### config.mk
export PLATFORM = sky130hd
export DESIGN_NAME = swervolf_sevseg_ctrl
export DESIGN_NICKNAME = d
export VERILOG_FILES = /design/src/rtl/swervolf_sevseg_ctrl.sv
export SDC_FILE = /design/constraint.sdc
export NUM_CORES = 1
export LEC_CHECK = 0
export BUFFER_PORTS_ARGS = -buffer_cell sky130_fd_sc_hd__buf_2
export CAP_MARGIN = 15
export CORE_UTILIZATION = 35
export CTS_CLUSTER_SIZE = 10
export DETAILED_ROUTE_END_ITERATION = 8
export GPL_TIMING_DRIVEN = 0
export PLACE_DENSITY = 0.52
export SKIP_CTS_REPAIR_TIMING = 1
export SYNTH_ARGS = -nofsm -noshare
export SYNTH_HDL_FRONTEND = slang
export SYNTH_SLANG_ARGS = --single-unit
### constraint.sdc
create_clock -name i_clk -period 7.8 [get_ports i_clk]
set_input_delay 0.39 -clock i_clk [delete_from_list [all_inputs] [get_ports i_clk]]
set_output_delay 0.39 -clock i_clk [all_outputs]
set_load 0.01 [all_outputs]
### src/rtl/swervolf_sevseg_ctrl.sv
// Wishbone-mapped multiplexed seven-segment controller: hex/raw digit data, decimal
// points, per-digit blink, PWM brightness, guard blanking and double-buffered updates.
module swervolf_sevseg_ctrl #(
  parameter int N_DIGITS     = 8,
  parameter int SCAN_DIV     = 12500,
  parameter int GUARD        = 4,
  parameter int BLINK_FRAMES = 64
) (
  input  logic                i_clk,
  input  logic                i_rst,
  input  logic [5:0]          i_wb_adr,
  input  logic [31:0]         i_wb_dat,
  input  logic [3:0]          i_wb_sel,
  input  logic                i_wb_we,
  input  logic                i_wb_cyc,
  input  logic                i_wb_stb,
  output logic [31:0]         o_wb_rdt,
  output logic                o_wb_ack,
  output logic [N_DIGITS-1:0] o_an,
  output logic [6:0]          o_seg,
  output logic                o_dp
);

  localparam int SW = $clog2(SCAN_DIV);
  localparam int FW = (BLINK_FRAMES > 1) ? $clog2(BLINK_FRAMES) : 1;

  function automatic logic [6:0] f_hex_decode(input logic [3:0] v);
    logic [6:0] s;
    case (v)
      4'h0:    s = 7'h7E;
      4'h1:    s = 7'h30;
      4'h2:    s = 7'h6D;
      4'h3:    s = 7'h79;
      4'h4:    s = 7'h33;
      4'h5:    s = 7'h5B;
      4'h6:    s = 7'h5F;
      4'h7:    s = 7'h70;
      4'h8:    s = 7'h7F;
      4'h9:    s = 7'h73;
      4'hA:    s = 7'h77;
      4'hB:    s = 7'h1F;
      4'hC:    s = 7'h4E;
      4'hD:    s = 7'h3D;
      4'hE:    s = 7'h4F;
      4'hF:    s = 7'h47;
      default: s = 7'h00;
    endcase
    return s;
  endfunction

  function automatic logic [31:0] f_merge(input logic [31:0] old_v, input logic [31:0] new_v,
                                          input logic [3:0] sel);
    logic [31:0] m;
    for (int b = 0; b < 4; b++) begin
      m[8*b +: 8] = sel[b] ? new_v[8*b +: 8] : old_v[8*b +: 8];
    end
    return m;
  endfunction

  // Control and shadow registers
  logic                r_en;
  logic                r_raw_mode;
  logic                r_sync;
  logic [3:0]          r_bright;
  logic [N_DIGITS-1:0] r_digen;
  logic [N_DIGITS-1:0] r_dp;
  logic [N_DIGITS-1:0] r_blink;
  logic [3:0]          r_hex_sh  [N_DIGITS];
  logic [6:0]          r_raw_sh  [N_DIGITS];
  logic [3:0]          r_hex_act [N_DIGITS];
  logic [6:0]          r_raw_act [N_DIGITS];
  logic                r_pending;

  // Scan engine state
  logic [SW-1:0]       r_slot;
  logic [3:0]          r_idx;
  logic [FW-1:0]       r_frame;
  logic                r_phase;
  logic [3:0]          r_pwm;

  logic [3:0]          w_word;
  logic                w_acc;
  logic                w_wr;
  logic                w_buf_wr;
  logic [31:0]         w_rdata;
  logic [31:0]         w_wdata;
  logic                w_frame_start;
  logic                w_copy;
  logic                w_cur_digen;
  logic                w_cur_dp;
  logic                w_cur_blink;
  logic [3:0]          w_cur_hex;
  logic [6:0]          w_cur_raw;
  logic                w_lit;
  logic [N_DIGITS-1:0] w_an;
  logic [6:0]          w_seg;
  logic                w_dpn;

  assign w_word   = i_wb_adr[5:2];
  assign w_acc    = i_wb_cyc & i_wb_stb & ~o_wb_ack;
  assign w_wr     = w_acc & i_wb_we;
  assign w_buf_wr = w_wr & ((w_word == 4'd4) | (w_word == 4'd5) | (w_word[3:2] == 2'b10));
  assign w_wdata  = f_merge(w_rdata, i_wb_dat, i_wb_sel);

  assign w_frame_start = r_en & (r_idx == 4'd0) & (r_slot == SW'(0));
  assign w_copy        = ~r_sync | w_frame_start;

  // Register read mux; partial writes merge new lanes into this view
  always_comb begin
    w_rdata = 32'd0;
    case (w_word)
      4'd0:    w_rdata = {20'd0, r_bright, 5'd0, r_sync, r_raw_mode, r_en};
      4'd1:    w_rdata[N_DIGITS-1:0] = r_digen;
      4'd2:    w_rdata[N_DIGITS-1:0] = r_dp;
      4'd3:    w_rdata[N_DIGITS-1:0] = r_blink;
      4'd12:   w_rdata = {22'd0, r_pending, r_phase, 4'd0, r_idx};
      default: w_rdata = 32'd0;
    endcase
    for (int k = 0; k < N_DIGITS; k++) begin
      w_rdata[4*(k%8) +: 4] = w_rdata[4*(k%8) +: 4] |
                              ({4{w_word == 4'(4 + k / 8)}} & r_hex_sh[k]);
      w_rdata[8*(k%4) +: 7] = w_rdata[8*(k%4) +: 7] |
                              ({7{w_word == 4'(8 + k / 4)}} & r_raw_sh[k]);
    end
  end

  // Bus handshake and register writes, committed on the ack edge
  always_ff @(posedge i_clk) begin
    if (i_rst) begin
      o_wb_ack   <= 1'b0;
      o_wb_rdt   <= 32'd0;
      r_en       <= 1'b0;
      r_raw_mode <= 1'b0;
      r_sync     <= 1'b0;
      r_bright   <= 4'd0;
      r_digen    <= '0;
      r_dp       <= '0;
      r_blink    <= '0;
      for (int k = 0; k < N_DIGITS; k++) begin
        r_hex_sh[k] <= 4'd0;
        r_raw_sh[k] <= 7'd0;
      end
    end else begin
      o_wb_ack <= w_acc;
      o_wb_rdt <= w_acc ? w_rdata : 32'd0;
      if (w_wr) begin
        case (w_word)
          4'd0: begin
            r_en       <= w_wdata[0];
            r_raw_mode <= w_wdata[1];
            r_sync     <= w_wdata[2];
            r_bright   <= w_wdata[11:8];
          end
          4'd1:    r_digen <= w_wdata[N_DIGITS-1:0];
          4'd2:    r_dp    <= w_wdata[N_DIGITS-1:0];
          4'd3:    r_blink <= w_wdata[N_DIGITS-1:0];
          default: ;
        endcase
      end
      for (int k = 0; k < N_DIGITS; k++) begin
        if (w_wr && (w_word == 4'(4 + k / 8))) r_hex_sh[k] <= w_wdata[4*(k%8) +: 4];
        if (w_wr && (w_word == 4'(8 + k / 4))) r_raw_sh[k] <= w_wdata[8*(k%4) +: 7];
      end
    end
  end

  // Shadow-to-active transfer; a write coinciding with a frame start keeps pending set
  always_ff @(posedge i_clk) begin
    if (i_rst) begin
      r_pending <= 1'b0;
      for (int k = 0; k < N_DIGITS; k++) begin
        r_hex_act[k] <= 4'd0;
        r_raw_act[k] <= 7'd0;
      end
    end else begin
      if (w_copy) begin
        for (int k = 0; k < N_DIGITS; k++) begin
          r_hex_act[k] <= r_hex_sh[k];
          r_raw_act[k] <= r_raw_sh[k];
        end
      end
      if (w_buf_wr && r_sync) begin
        r_pending <= 1'b1;
      end else if (w_copy) begin
        r_pending <= 1'b0;
      end
    end
  end

  // Slot, digit, frame, blink-phase and PWM counters; all held at zero while disabled
  always_ff @(posedge i_clk) begin
    if (i_rst || !r_en) begin
      r_slot  <= SW'(0);
      r_idx   <= 4'd0;
      r_frame <= FW'(0);
      r_phase <= 1'b0;
      r_pwm   <= 4'd0;
    end else begin
      r_pwm <= r_pwm + 4'd1;
      if (r_slot == SW'(SCAN_DIV - 1)) begin
        r_slot <= SW'(0);
        if (r_idx == 4'(N_DIGITS - 1)) begin
          r_idx <= 4'd0;
          if (r_frame == FW'(BLINK_FRAMES - 1)) begin
            r_frame <= FW'(0);
            r_phase <= ~r_phase;
          end else begin
            r_frame <= r_frame + FW'(1);
          end
        end else begin
          r_idx <= r_idx + 4'd1;
        end
      end else begin
        r_slot <= r_slot + SW'(1);
      end
    end
  end

  // Select the current digit's attributes without indexing past N_DIGITS
  always_comb begin
    w_cur_digen = 1'b0;
    w_cur_dp    = 1'b0;
    w_cur_blink = 1'b0;
    w_cur_hex   = 4'd0;
    w_cur_raw   = 7'd0;
    for (int k = 0; k < N_DIGITS; k++) begin
      w_cur_digen = w_cur_digen | ((r_idx == 4'(k)) & r_digen[k]);
      w_cur_dp    = w_cur_dp    | ((r_idx == 4'(k)) & r_dp[k]);
      w_cur_blink = w_cur_blink | ((r_idx == 4'(k)) & r_blink[k]);
      w_cur_hex   = w_cur_hex   | ({4{r_idx == 4'(k)}} & r_hex_act[k]);
      w_cur_raw   = w_cur_raw   | ({7{r_idx == 4'(k)}} & r_raw_act[k]);
    end
  end

  // Lit decision and active-low pin values
  always_comb begin
    w_lit = r_en & w_cur_digen & (r_slot >= SW'(GUARD)) & (r_pwm <= r_bright) &
            ~(w_cur_blink & r_phase);
    w_an  = '1;
    w_seg = 7'h7F;
    w_dpn = 1'b1;
    if (w_lit) begin
      w_an  = ~(N_DIGITS'(1'b1) << r_idx);
      w_seg = r_raw_mode ? ~w_cur_raw : ~f_hex_decode(w_cur_hex);
      w_dpn = ~w_cur_dp;
    end else begin
      w_an  = '1;
      w_seg = 7'h7F;
      w_dpn = 1'b1;
    end
  end

  // Registered display outputs
  always_ff @(posedge i_clk) begin
    if (i_rst) begin
      o_an  <= '1;
      o_seg <= 7'h7F;
      o_dp  <= 1'b1;
    end else begin
      o_an  <= w_an;
      o_seg <= w_seg;
      o_dp  <= w_dpn;
    end
  end

endmodule

==> results.md <==
Power and ir drop:
- The power density over cell area is 223.0 nW/um2.
- VDD sags by at most 0.0001141 V.
- The leakage power figure is 5.698 nW.

CTS:
- Clock tree synthesis inserted a total of 36 buffers.
- The clock slew seen by the registers of the worst setup and hold paths is 0.06 ns.
- CTS saw 286 sinks.
- The cell sitting at the root of the clock tree is a clkbuf_16.
- The later-pin clock latency in the skew report is 0.54 ns.
- In this run the deepest clock path goes through 3 buffers.
- The deepest level of the CTS H-tree is 2.
- The TritonCTS clock tree is done.

Critical path:
- The count of cells along the worst register-to-register path is 10.
- The critical path's most frequent cell is ha_1.
- The setup slack of the worst register-to-register path is 3.85 ns.
- On the critical path, the stage with the largest delay is an instance of a41oi_1.
- STA classifies the critical path endpoint as a flop.
- In this run the critical register-to-register path is captured at o_seg[3].
- The startpoint-to-endpoint class of the critical path is flop to flop.
- The startpoint identified for the worst register-to-register timing path is r_idx[0].
- The critical path's largest stage delay is 0.70 ns.
- The required time reported for the critical path endpoint is 8.21 ns.
- The kind of start point of the critical path is a flop.
- Walking the worst path, the cells encountered are ha_1 > buf_4 > clkbuf_1 > nand3_1 > a41oi_1 > inv_1 > ha_1 > o21ai_0 > a211oi_1 > a311o_1.
- In this run the worst path has a maximum fanout of 10.
- The data arrival time of the worst path is 4.35 ns.

Floorplan:
- Measured along the x axis, the die boundary spans 195.2 um.
- The die covers 38,120 um2.
- The boundary pin count is 96.
- Row generation in the floorplan step produced 70 rows.
- The area of the core is 36,700 um2.
- The initial core utilization is 35.61%.
- In this run the vertical extent of the chip is 195.2 um.

Finish:
- The synthesis-to-finish area growth is 16.67%.
- At the end of the flow, the number of nets in the layout was 1,340.
- The area of all placed cells without fillers is 15,250 um2.
- The utilization after layout is 41.55%.
- In the final layout, the share of cells above drive strength 1 is 19.15%.

Min path:
- The type of the tightest min-delay check is input port to flop.
- The startpoint identified for the worst hold timing path is i_wb_dat[23].
- The number of cells on the worst hold path is 3.
- The worst hold endpoint is r_hex_sh[1][7].

STA:
- The maximum clock frequency is 253.4 MHz.
- The sum of negative setup slack is 0 ns.
- The number of failing hold endpoints at the final stage is 0.
- The final critical path time including I/O delays and setup is 3.946 ns.
- The worst clock skew is 0.01980 ns.
- The worst pin sits at a relative slew slack of 26.62%.
- At the pin with the least slew margin, the transition time is 1.101 ns.
- The final count of pins violating max slew came to 0.
- Setup violations remaining at the end of the flow were counted as 0.
- Setup repair after global routing left no endpoint under its margin.
- The final critical path takes up 50.59% of the cycle.

Routing:
- Wires add up to 42.06 mm.
- Dividing the detail-routed wire length by the instance count gives 23.77 um.
- The number of detailed-routing iterations run before antenna repair is 6.
- The count of nets left with antenna violations once routing finished came out at 0.
- Using the TritonRoute via totals, the vias-per-cell ratio works out to 5.383.
- The first routing iteration left 871 violations.
- The number of remaining DRC errors is 0.
- Detailed routing inserted a total of 9,523 vias.

Yosys:
- The number of distinct library cells after synthesis is 83.
- After synthesis, the share of flip-flops with an asynchronous set or reset is 0%.
- The cell area that synthesis handed to floorplanning was 13,070 um2.
- By count the netlist is led by edfxtp_1 (176), nor2_1 (122), dfxtp_1 (110).
- Ranked by total cell area, the synthesized netlist is headed by edfxtp_1 (40%), dfxtp_1 (17%), and2_1 (4.6%).
- The biggest area contributor in the post-synthesis netlist is edfxtp_1.
- The number of enable flip-flop cells after synthesis is 176.
- The cell with the most instances after synthesis is edfxtp_1.
- A synthesized cell averages 11.44 um2.
- The cell count after synthesis is 1,142.
- The post-synth net total is 1,209.
- Of the post-synthesis cell area, the dominant cell type holds 40.44%.
- The most common flop cell mapped by yosys is edfxtp_1.
- The sequential cell area fraction in the yosys report is 57.29%.
- The synthesized design contains 286 register bits.
- For this run, the number of Yosys warnings is 0.

Placement:
- The routability congestion estimate from global placement is 0.8819.
- The instance area at placement is 14,150 um2.
- Summed over all nets, the half-perimeter wirelength after detailed placement is 30.15 mm.
- The count of input and output buffers is 92.

Global route:
- Entering global routing, the biggest net connects 65 pins.
- The global-route usage over all layers is 22.10%.
- The initial antenna violation count is 3.
- For this run the aggregate overflow at the end of global routing stands at 0.
- The wire length of the first global-routing pass is 61.40 mm.
- The number of global-route vias before repair is 9,324.

Outcome:
- The flow ran to the end, and the final reports show no timing, DRC or antenna violations.

Run:
- Max-cap violations in this run came to 0.
layout make-up:
type	count	area, um2
flip-flops and latches	286	7487
diodes	1	2.502
repair buffers	93	488.0
well taps	468	585.6
multi-input cells	765	5117
inverters	18	67.56
fillers	3529	21450
clock buffers	61	1067
clock inverters	4	26.28
plain buffers	73	405.4
layer usage:
metal | global-route usage [%] | vias to the layer above | part of all wire, %
met2 | 34.02 | 347 | 45
li1 | - | 4438 | -
met5 | 0 | - | 0
met4 | 8.807 | 0 | 3.4
met3 | 4.180 | 75 | 7.3
met1 | 30.59 | 4663 | 44
logic make-up after synthesis:
kind of cell	share of synthesized area, %
adder cells (fa/ha/maj)	1.915
AO/OA/AOI/OAI	12.23
multiplexers	3.619
buffers and inverters	3.619
AND/OR/NAND/NOR	20.06
XOR/XNOR	1.273
flip-flops	57.29
flip-flops by register name, indices dropped and copies added, names as in the netlist:
signal / flops
r_raw_mode: 1
r_slot: 14
r_pwm: 4
r_dp: 8
r_digen: 8
r_hex_sh: 32
o_wb_rdt: 32
r_bright: 4
r_sync: 1
o_an: 8
o_dp: 1
r_hex_act: 32
r_blink: 8
r_idx: 4
r_phase: 1
r_raw_act: 56
r_pending: 1
r_raw_sh: 56
r_en: 1
o_wb_ack: 1
r_frame: 6
o_seg: 7
per-stage QoR:
stage | hold WS, ns | setup slack (ns) | total power [W] | cells
after floorplan | 0.4278 | 4.061 | 0.001785 | 1142
after global routing | 0.1747 | 3.739 | 0.003504 | 1768
after detailed placement | 0.4470 | 3.968 | 0.001862 | 1703
after CTS | 0.1622 | 3.941 | 0.003430 | 1768
after global placement | 0.4395 | 2.498 | 0.001860 | 1702
final | 0.1747 | 3.854 | 0.003401 | 1769
worst max path at each step:
stage	start	endpoint	slack [ns]	cells after the start
finish	r_idx[0]	o_seg[3]	3.85	10
floorplan	r_idx[0]	r_hex_act[0][0]	4.06	5
detailed placement	r_idx[0]	o_seg[3]	3.97	10
global placement	r_idx[0]	r_raw_act[0][12]	2.50	5
global route	r_idx[0]	o_seg[3]	3.74	10
CTS	r_idx[0]	o_seg[3]	3.94	10
power breakdown:
part	switching (W)	total [W]	internal, W
clock	0.000641	0.00157	0.000930
sequential	0.0000215	0.00167	0.00164
combinational	0.000108	0.000165	0.0000575
cells in the final DEF (no fill, tap or decap), drive strengths merged, types with 6 or more instances in the layout:
cell    synthesis  layout
o21ai          19      19
a31oi           9       9
nor3            9       9
nand3b         18      18
nand4           8       8
nor4            7       7
nor2b          28      28
mux2           25      25
inv            18      20
o31ai          12      12
nor2          122     122
clkbuf         32      93
a22oi          24      24
nand3          34      34
nand2b         11      11
buf            41     134
a221oi          6       6
ha             20      20
nor3b           9       9
mux2i          18      18
xnor2          10      10
a211oi         21      21
a22o           24      24
edfxtp        176     176
and3           18      18
nand2          73      73
o211ai          6       6
a21oi          50      50
xor2            9       9
dfxtp         110     110
or3             8       8
and3b           9       9
and2           99      99
worst max-delay path: cells and delay by family, from the launching register on:
family	cells	cell delay, ns
compound gates	4	1.25
buf+inv	3	1.11
fa+ha+maj	2	0.80
flops	1	0.50
simple gates	1	0.16
Power figures use the tool's default switching activity.
